### src/rtl/uart_pkg.sv
// uart_pkg: shared UART state encoding, frame constants and baud dividers.
package uart_pkg;
    typedef enum logic [1:0] {IDLE, START, DATA, STOP} uart_state_e;
    localparam int UART_DATA_BITS = 8;
    localparam int UART_TICKS_PER_BIT = 16;
    // 16x oversampling divide counts from the 100 MHz system clock
    localparam int DEVIDE_CNT_9600 = 651;
    localparam int DEVIDE_CNT_19200 = 326;
    localparam int DEVIDE_CNT_57600 = 109;
    localparam int DEVIDE_CNT_115200 = 54;
endpackage

### src/rtl/uart_tx_fifo.sv
// uart_tx_fifo: single-clock byte FIFO with registered occupancy counter.
module uart_tx_fifo #(
    parameter int DEPTH = 16
) (
    input  logic                       clk,
    input  logic                       rst,
    input  logic                       wr_en,
    input  logic [7:0]                 wr_data,
    input  logic                       rd_en,
    output logic [7:0]                 rd_data,
    output logic [$clog2(DEPTH):0]     level,
    output logic                       full,
    output logic                       empty
);
    localparam int AW = $clog2(DEPTH);
    logic [7:0]    mem_q [DEPTH];
    logic [AW-1:0] wr_ptr_q, rd_ptr_q;
    logic [AW:0]   level_q, level_d;
    logic          wr_ok, rd_ok;
    assign full    = level_q == (AW+1)'(DEPTH);
    assign empty   = level_q == '0;
    assign level   = level_q;
    assign rd_data = mem_q[rd_ptr_q];
    assign wr_ok   = wr_en && !full;
    assign rd_ok   = rd_en && !empty;
    always_comb level_d = level_q + (AW+1)'(wr_ok) - (AW+1)'(rd_ok);
    always_ff @(posedge clk) begin
        if (wr_ok) mem_q[wr_ptr_q] <= wr_data;
    end
    always_ff @(posedge clk) begin
        if (rst) begin
            wr_ptr_q <= '0;
            rd_ptr_q <= '0;
            level_q  <= '0;
        end else begin
            if (wr_ok) wr_ptr_q <= wr_ptr_q + AW'(1);
            if (rd_ok) rd_ptr_q <= rd_ptr_q + AW'(1);
            level_q <= level_d;
        end
    end
endmodule

### src/rtl/uart_tx_buffered.sv
// uart_tx_buffered: FIFO-buffered 8N1 transmitter timed by a 16x baud enable.
module uart_tx_buffered
    import uart_pkg::*;
#(
    parameter int FIFO_DEPTH    = 16,
    parameter int TICKS_PER_BIT = UART_TICKS_PER_BIT
) (
    input  logic                          clk,
    input  logic                          rst,
    input  logic                          clken_16bps,
    input  logic                          wr_en,
    input  logic [7:0]                    wr_data,
    output logic                          full,
    output logic [$clog2(FIFO_DEPTH):0]   level,
    output logic                          overflow,
    output logic                          busy,
    output logic                          tx_done,
    output logic                          fpga_txd
);
    localparam int TW = $clog2(TICKS_PER_BIT + 1);
    localparam int BW = $clog2(UART_DATA_BITS);
    uart_state_e   state_q;
    logic [TW-1:0] tick_q;
    logic [BW-1:0] bit_q;
    logic [7:0]    shift_q, rd_data;
    logic          txd_q, busy_q, done_q, ovf_q, empty, pop, tick_end;
    assign pop      = state_q == IDLE && !empty;
    assign tick_end = clken_16bps && tick_q == TW'(TICKS_PER_BIT - 1);
    assign fpga_txd = txd_q;
    assign busy     = busy_q;
    assign tx_done  = done_q;
    assign overflow = ovf_q;
    uart_tx_fifo #(.DEPTH(FIFO_DEPTH)) u_fifo (
        .clk     (clk),
        .rst     (rst),
        .wr_en   (wr_en),
        .wr_data (wr_data),
        .rd_en   (pop),
        .rd_data (rd_data),
        .level   (level),
        .full    (full),
        .empty   (empty)
    );
    always_ff @(posedge clk) begin
        if (rst) begin
            state_q <= IDLE;
            tick_q  <= '0;
            bit_q   <= '0;
            shift_q <= '0;
            txd_q   <= 1'b1;
            busy_q  <= 1'b0;
            done_q  <= 1'b0;
            ovf_q   <= 1'b0;
        end else begin
            done_q <= 1'b0;
            if (wr_en && full) ovf_q <= 1'b1;
            // bit-end branches below override this increment with a clear
            if (state_q != IDLE && clken_16bps) tick_q <= tick_q + TW'(1);
            case (state_q)
                IDLE: if (pop) begin
                    shift_q <= rd_data;
                    txd_q   <= 1'b0;
                    tick_q  <= '0;
                    busy_q  <= 1'b1;
                    state_q <= START;
                end
                START: if (tick_end) begin
                    txd_q   <= shift_q[0];
                    tick_q  <= '0;
                    bit_q   <= '0;
                    state_q <= DATA;
                end
                DATA: if (tick_end) begin
                    tick_q <= '0;
                    if (bit_q == BW'(UART_DATA_BITS - 1)) begin
                        txd_q   <= 1'b1;
                        state_q <= STOP;
                    end else begin
                        txd_q   <= shift_q[1];
                        shift_q <= shift_q >> 1;
                        bit_q   <= bit_q + BW'(1);
                    end
                end
                STOP: if (tick_end) begin
                    tick_q  <= '0;
                    busy_q  <= 1'b0;
                    done_q  <= 1'b1;
                    state_q <= IDLE;
                end
            endcase
        end
    end
endmodule

### config.mk
export PLATFORM = sky130hd
export DESIGN_NAME = uart_tx_buffered
export DESIGN_NICKNAME = d
export VERILOG_FILES = /design/src/rtl/uart_pkg.sv /design/src/rtl/uart_tx_fifo.sv /design/src/rtl/uart_tx_buffered.sv
export SDC_FILE = /design/constraint.sdc
export NUM_CORES = 1
export LEC_CHECK = 0
export ABC_AREA = 1
export CORE_UTILIZATION = 44
export CTS_BUF_LIST = sky130_fd_sc_hd__clkbuf_4 sky130_fd_sc_hd__clkbuf_8
export CTS_CLUSTER_SIZE = 10
export DETAILED_ROUTE_END_ITERATION = 7
export SETUP_SLACK_MARGIN = 0.02
export SLEW_MARGIN = 5
export SYNTH_ARGS = -nofsm -noshare
export SYNTH_HDL_FRONTEND = slang
export SYNTH_SLANG_ARGS = --single-unit
export TNS_END_PERCENT = 100
### constraint.sdc
create_clock -name clk -period 4.8 [get_ports clk]
set_input_delay 0.72 -clock clk [delete_from_list [all_inputs] [get_ports clk]]
set_output_delay 0.72 -clock clk [all_outputs]
set_load 0.02 [all_outputs]
==> run summary, run 1 <==
fillers = 1523
Clk pwr share = 0.260
Clock Latency Late Sink = 0.46 ns
asr flop ratio synth = 0
most used cell, CP = inv_1
Max Fclk = 375 MHz
Root Buffer = clkbuf_8
Die Span X = 131 um
DRC viols = 0
GRT Max-Usage Layer = met2
WS Path Type = flop to flop
Critical Path Fanout Max = 6
synth cell count leaders = nand2_1, edfxtp_1, inv_1
Total Power = 4080 uW
router iterations before antenna repair = 5
final setup vio count = 0
Mapped Area = 7280 um^2
Mapped Avg Cell Area = 9.83 um^2
r2r setup slk = 2.13 ns
starting density of the core = 0.455
cts hold-fix bufs = 0
post-synthesis simple-gate area fraction = 0.203
first-pass GRT wire length = 25900 um
Req. time, crit path = 5.18 ns
post-route ant nets = 0
Remaining Overflow, GRT = 0
CTS tree = done
M2 GR Usage = 0.334
Placement Setup Slack = 2.07 ns
Setup TNS = 0 ns
ANT cells = 0
Startpoint Class = flop
complex-gate fraction of the synthesized area = 0.0477
multiplexer share of the synthesized area = 0
power share of the combinational group = 0.311
P_leak = 0.00326 uW
CP cell instances = inv_1, ha_1, nand2_1, inv_1, ha_1, inv_1, ha_1, inv_1, fa_1, o31ai_1, o21ai_0, a21oi_1
top cells by area, synth = edfxtp_1, dfxtp_1, nand2_1
max-cap check violation count = 0
Post-synth EDFFs = 128
Max IR drop VDD = 0.290 mV
Sink Count = 167
met1 Use GR = 0.283
htree depth = 4
post-synthesis sequential element count = 167
met3 Use GR = 0.0489
Final HPWL DP = 10600 um
CP max stage delay = 0.40 ns
worst setup margin = 2.13 ns
post-synthesis cell type count = 27
clk slew on worst S/H paths = 0.09 ns
CTS resizes = 0
final instance area = 8030 um^2
internal power = 2640 uW
adder-cell share of the synthesized area = 0.0354
layout cells sized above 1 = 0.0444
Sequential Power Share = 0.429
Area Growth Syn to Fin = 10.2%
Mapped Nets = 773
multi-input logic area = 2130 um^2
outcome = finished, final reports clean
Yosys top cell by area = edfxtp_1
total number of vias = 4978
count leader, synth = nand2_1
FP Rows = 46
largest family of logic cells by synthesized area = simple AND/OR/NAND/NOR gates
initial antenna violation count = 0
Slew Limit Headroom = 0.374
switching pwr = 1440 uW
fin crit share = 0.555
family with the most delay on the worst path = adder cells
die area = 17100 um^2
routed length per instance = 16.7 um
Max Slew Vio Count = 0
CP arrival = 3.05 ns
placer congestion estimate = 0.888
sequential element share of the synthesized area = 0.635
synth warn = 0
Cell Area, Placed = 7610 um^2
share of the synthesized area in the top cell type = 0.528
CTS Buffer Depth = 2
P per Cell Area = 508 nW/um^2
Reg area = 4630 um^2
total track usage = 0.209
Vias/cell = 5.07
min Tclk post-route = 2.67 ns
core footprint = 16000 um^2
CP Capture Type = flop
DRT Wirelength = 16400 um
largest net degree at the start of global routing = 60
measured slew at the worst slew-check pin = 0.936 ns
final net count = 786
Post-Synth XOR/XNOR Area = 0.00601
CTS buffer count = 17
sw frac = 0.353
IO Port Bufs = 21
CP max stage cell = fa_1
die height = 131 um
final hold viol count = 0
Cells after Synth = 741
main flop type after synthesis = edfxtp_1
Ports = 22
unrepaired setup endpoints after global routing = false
worst path bufs/invs = 4
postcts setup bufs = 0
hold crit path type = flop to flop
Setup Skew = 0.0145 ns
number of DRC markers in iteration 0 = 514
vias in the first global route = 4793
==> cell families after synthesis <==
family,count (synthesis)
buf+inv,124
flops,167
compound gates,64
simple gates,361
xor+xnor,5
fa+ha+maj,20
==> metal layers <==
metal | wire, um | part of all wire
met5 | 0 | 0
met3 | 741 | 0.045
met2 | 7700 | 0.47
met4 | 262 | 0.016
met1 | 7720 | 0.47
==> path summary, 6_finish.rpt <==
path	start	end	cells after the start
hold / removal	busy$_SDFFE_PP0P_	busy$_SDFFE_PP0P_	2
hold reg to reg	busy$_SDFFE_PP0P_	busy$_SDFFE_PP0P_	2
setup / recovery	state_q[0]$_SDFFE_PP0P_	u_fifo.level[4]$_SDFF_PP0_	12
setup reg to reg	state_q[0]$_SDFFE_PP0P_	u_fifo.level[4]$_SDFF_PP0_	12
==> through the flow <==
stage | instances | utilization | hold slack (ns)
after floorplan | 741 | - | 0.429
after global placement | 951 | 0.476 | 0.452
after detailed placement | 951 | 0.476 | 0.457
after CTS | 982 | 0.502 | 0.475
after global routing | 982 | 0.502 | 0.490
final | 982 | 0.502 | 0.468
==> flip-flops by register name, summed over array words and instances, names as in the netlist, named ones only <==
| name | count |
|---|---|
| fpga_txd | 1 |
| overflow | 1 |
| bit_q | 3 |
| u_fifo.mem_q | 128 |
| u_fifo.level | 5 |
| shift_q | 8 |
| state_q | 2 |
| tick_q | 5 |
| busy | 1 |
| u_fifo.rd_ptr_q | 4 |
| u_fifo.wr_ptr_q | 4 |
| tx_done | 1 |
==> cell type report <==
class,instances,share of cell area
Clock buffer,17,0.0292
Clock inverter,14,0.0228
Inverter,95,0.0447
Multi-Input combinational cell,450,0.265
Sequential cell,167,0.576
Tap cell,216,0.0337
Timing Repair Buffer,23,0.0281
==> layout by cell type, fill, tap and decap left out <==
cell and instances:
a211oi_1 1, a21oi_1 27, and3_1 1, buf_4 2
bufinv_16 4, clkbuf_8 17, clkdlybuf4s50_1 21, clkinv_1 4
clkinv_2 1, clkinv_4 3, clkinvlp_4 1, dfxtp_1 38
dfxtp_2 1, edfxtp_1 128, fa_1 1, ha_1 19
inv_1 93, inv_2 1, inv_4 1, inv_6 1
nand2_1 200, nand3_1 84, nand3_2 1, nand4_1 2
nor2_1 70, nor3_1 2, o211ai_1 9, o21ai_0 25
o21ai_1 1, o31ai_1 1, or2_2 1, xor2_1 5
==> tightest hold or removal path, cell delays in order (launching register included) <==
cell     delay [ns]
dfxtp_1        0.32
nand2_1        0.06
a21oi_1        0.05
==> power groups by stage <==
stage / combinational, uW / clock, uW / sequential, uW
4_1_cts: 1270 / 1080 / 1750
5_1_grt: 1440 / 1140 / 1770
2_1_floorplan: 932 / 0 / 1780
3_5_place_dp: 1270 / 0 / 1780
6_report: 1270 / 1060 / 1750
3_3_place_gp: 1230 / 0 / 1780
(Power assumes the default switching activity.)
==> run 2: changes to the inputs <==
==> constraint.sdc (replaced) <==
create_clock -name clk -period 2.2 [get_ports clk]
set_input_delay 0.33 -clock clk [delete_from_list [all_inputs] [get_ports clk]]
set_output_delay 0.33 -clock clk [all_outputs]
set_load 0.02 [all_outputs]
==> run summary, run 2 (synthesis results as in run 1) <==
final instance area = 8420 um^2
measured slew at the worst slew-check pin = 0.751 ns
FP Rows = 46
CP cell instances = inv_4, ha_4, nand3_2, nand2_2, inv_2, ha_4, inv_2, ha_4, inv_2, fa_2, o31ai_4, o21ai_1, a21oi_1
vias in the first global route = 4795
worst path bufs/invs = 4
CTS tree = done
worst setup margin = 0.163 ns
Max IR drop VDD = 0.884 mV
P_leak = 0.00346 uW
CTS Buffer Depth = 2
max-cap check violation count = 0
final setup vio count = 0
top flop regs = u_fifo.mem_q: 128 flops, shift_q: 8 flops
first-pass GRT wire length = 25100 um
Vias/cell = 5.04
Biggest register = u_fifo.mem_q
post-route ant nets = 0
Max Fclk = 491 MHz
DRT Wirelength = 15700 um
WS Path Type = flop to flop
outcome = finished, final reports clean
commonest cells after routing, fill and taps aside = nand2_1, edfxtp_1, inv_1
router iterations before antenna repair = 5
internal power = 6150 uW
CP arrival = 2.42 ns
CTS buffer count = 17
final hold viol count = 0
largest net degree at the start of global routing = 72
initial antenna violation count = 0
Critical Path Fanout Max = 3
Req. time, crit path = 2.59 ns
power share of the combinational group = 0.342
Ports = 22
switching pwr = 3340 uW
Final HPWL DP = 10100 um
Cell Area, Placed = 7870 um^2
sw frac = 0.352
starting density of the core = 0.455
Sequential Power Share = 0.400
total number of vias = 5124
Sink Count = 167
P per Cell Area = 1130 nW/um^2
core footprint = 16000 um^2
total track usage = 0.201
min Tclk post-route = 2.04 ns
family with the most delay on the worst path = adder cells
hold crit path type = flop to flop
number of DRC markers in iteration 0 = 427
Clk pwr share = 0.258
Setup Skew = 0.00992 ns
IO Port Bufs = 21
Clock Latency Late Sink = 0.46 ns
Max Slew Vio Count = 0
clk slew on worst S/H paths = 0.09 ns
Root Buffer = clkbuf_8
Area Growth Syn to Fin = 15.6%
cts hold-fix bufs = 0
htree depth = 4
layout cells sized above 1 = 0.116
Die Span X = 131 um
final net count = 819
Remaining Overflow, GRT = 0
max reg flops = 128
die height = 131 um
most common cell after layout, fill and taps aside = nand2_1
Setup TNS = 0 ns
routed length per instance = 15.4 um
DRC viols = 0
CP max stage delay = 0.37 ns
Startpoint Class = flop
Placement Setup Slack = -0.0284 ns
unrepaired setup endpoints after global routing = false
Total Power = 9480 uW
CP Capture Type = flop
CP max stage cell = dfxtp_4
Slew Limit Headroom = 0.498
die area = 17100 um^2
fin crit share = 0.926
ANT cells = 0
placer congestion estimate = 0.814
[run 2: changes by cell type in the layout (fill, tap and decap cells not counted), moves of 3 or more]
cell      change
buf_12        +3
buf_4        +30
clkinv_1      -4
dfxtp_1       -4
ha_1          -4
ha_4          +3
inv_1         -8
inv_2         +6
inv_6         +4
[run 2: timing repair]
item	4_1_cts	5_1_grt
buffers inserted	5	1
gates resized for setup	18	2
pin swaps	6	4
endpoints found under the setup margin	2	1
[run 2: power groups by stage]
stage / Combinational [uW] / Clock [uW] / Sequential [uW]
after floorplan: 2080 / 0 / 3890
after global placement: 2940 / 0 / 3840
after detailed placement: 2990 / 0 / 3850
after CTS: 3190 / 2490 / 3790
after global routing: 3650 / 2600 / 3830
final: 3240 / 2440 / 3790
[run 2: worst paths after layout]
check / startpoint / end / slack [ns] / cells after the start
hold reg to reg: shift_q[6]$_SDFFE_PP0P_ / shift_q[6]$_SDFFE_PP0P_ / 0.47 / 2
setup / recovery: u_fifo.level[2]$_SDFF_PP0_ / u_fifo.level[4]$_SDFF_PP0_ / 0.16 / 13
hold / removal: shift_q[6]$_SDFFE_PP0P_ / shift_q[6]$_SDFFE_PP0P_ / 0.47 / 2
setup reg to reg: u_fifo.level[2]$_SDFF_PP0_ / u_fifo.level[4]$_SDFF_PP0_ / 0.16 / 13
[run 2: final cells by class]
type | instances | area, um^2
Fill cell | 1466 | 7580
Sequential cell | 167 | 4640
Multi-Input combinational cell | 450 | 2190
Timing Repair Buffer | 56 | 509
Inverter | 95 | 364
Tap cell | 216 | 270
Clock buffer | 17 | 234
Clock inverter | 15 | 215
[run 2: per-layer routing]
metal	global-route usage	routed length (um)
met1	0.262	7080
met2	0.335	7740
met3	0.0375	672
met4	0.0703	188
met5	0	0
[run 2: worst register-to-register path, stage by stage, from the launching register on]
cell and delay, ns:
dfxtp_4 0.37, inv_4 0.06, ha_4 0.13, nand3_2 0.07, nand2_2 0.08, inv_2 0.05, ha_4 0.20, inv_2 0.06
ha_4 0.14, inv_2 0.03, fa_2 0.36, o31ai_4 0.19, o21ai_1 0.08, a21oi_1 0.13
[run 2: metrics by stage]
| stage | cells | hold WS [ns] | utilization |
|---|---|---|---|
| floorplan | 741 | 0.429 | - |
| global placement | 978 | 0.446 | 0.492 |
| detailed placement | 978 | 0.450 | 0.492 |
| CTS | 1015 | 0.466 | 0.525 |
| global route | 1016 | 0.477 | 0.526 |
| finish | 1016 | 0.471 | 0.526 |
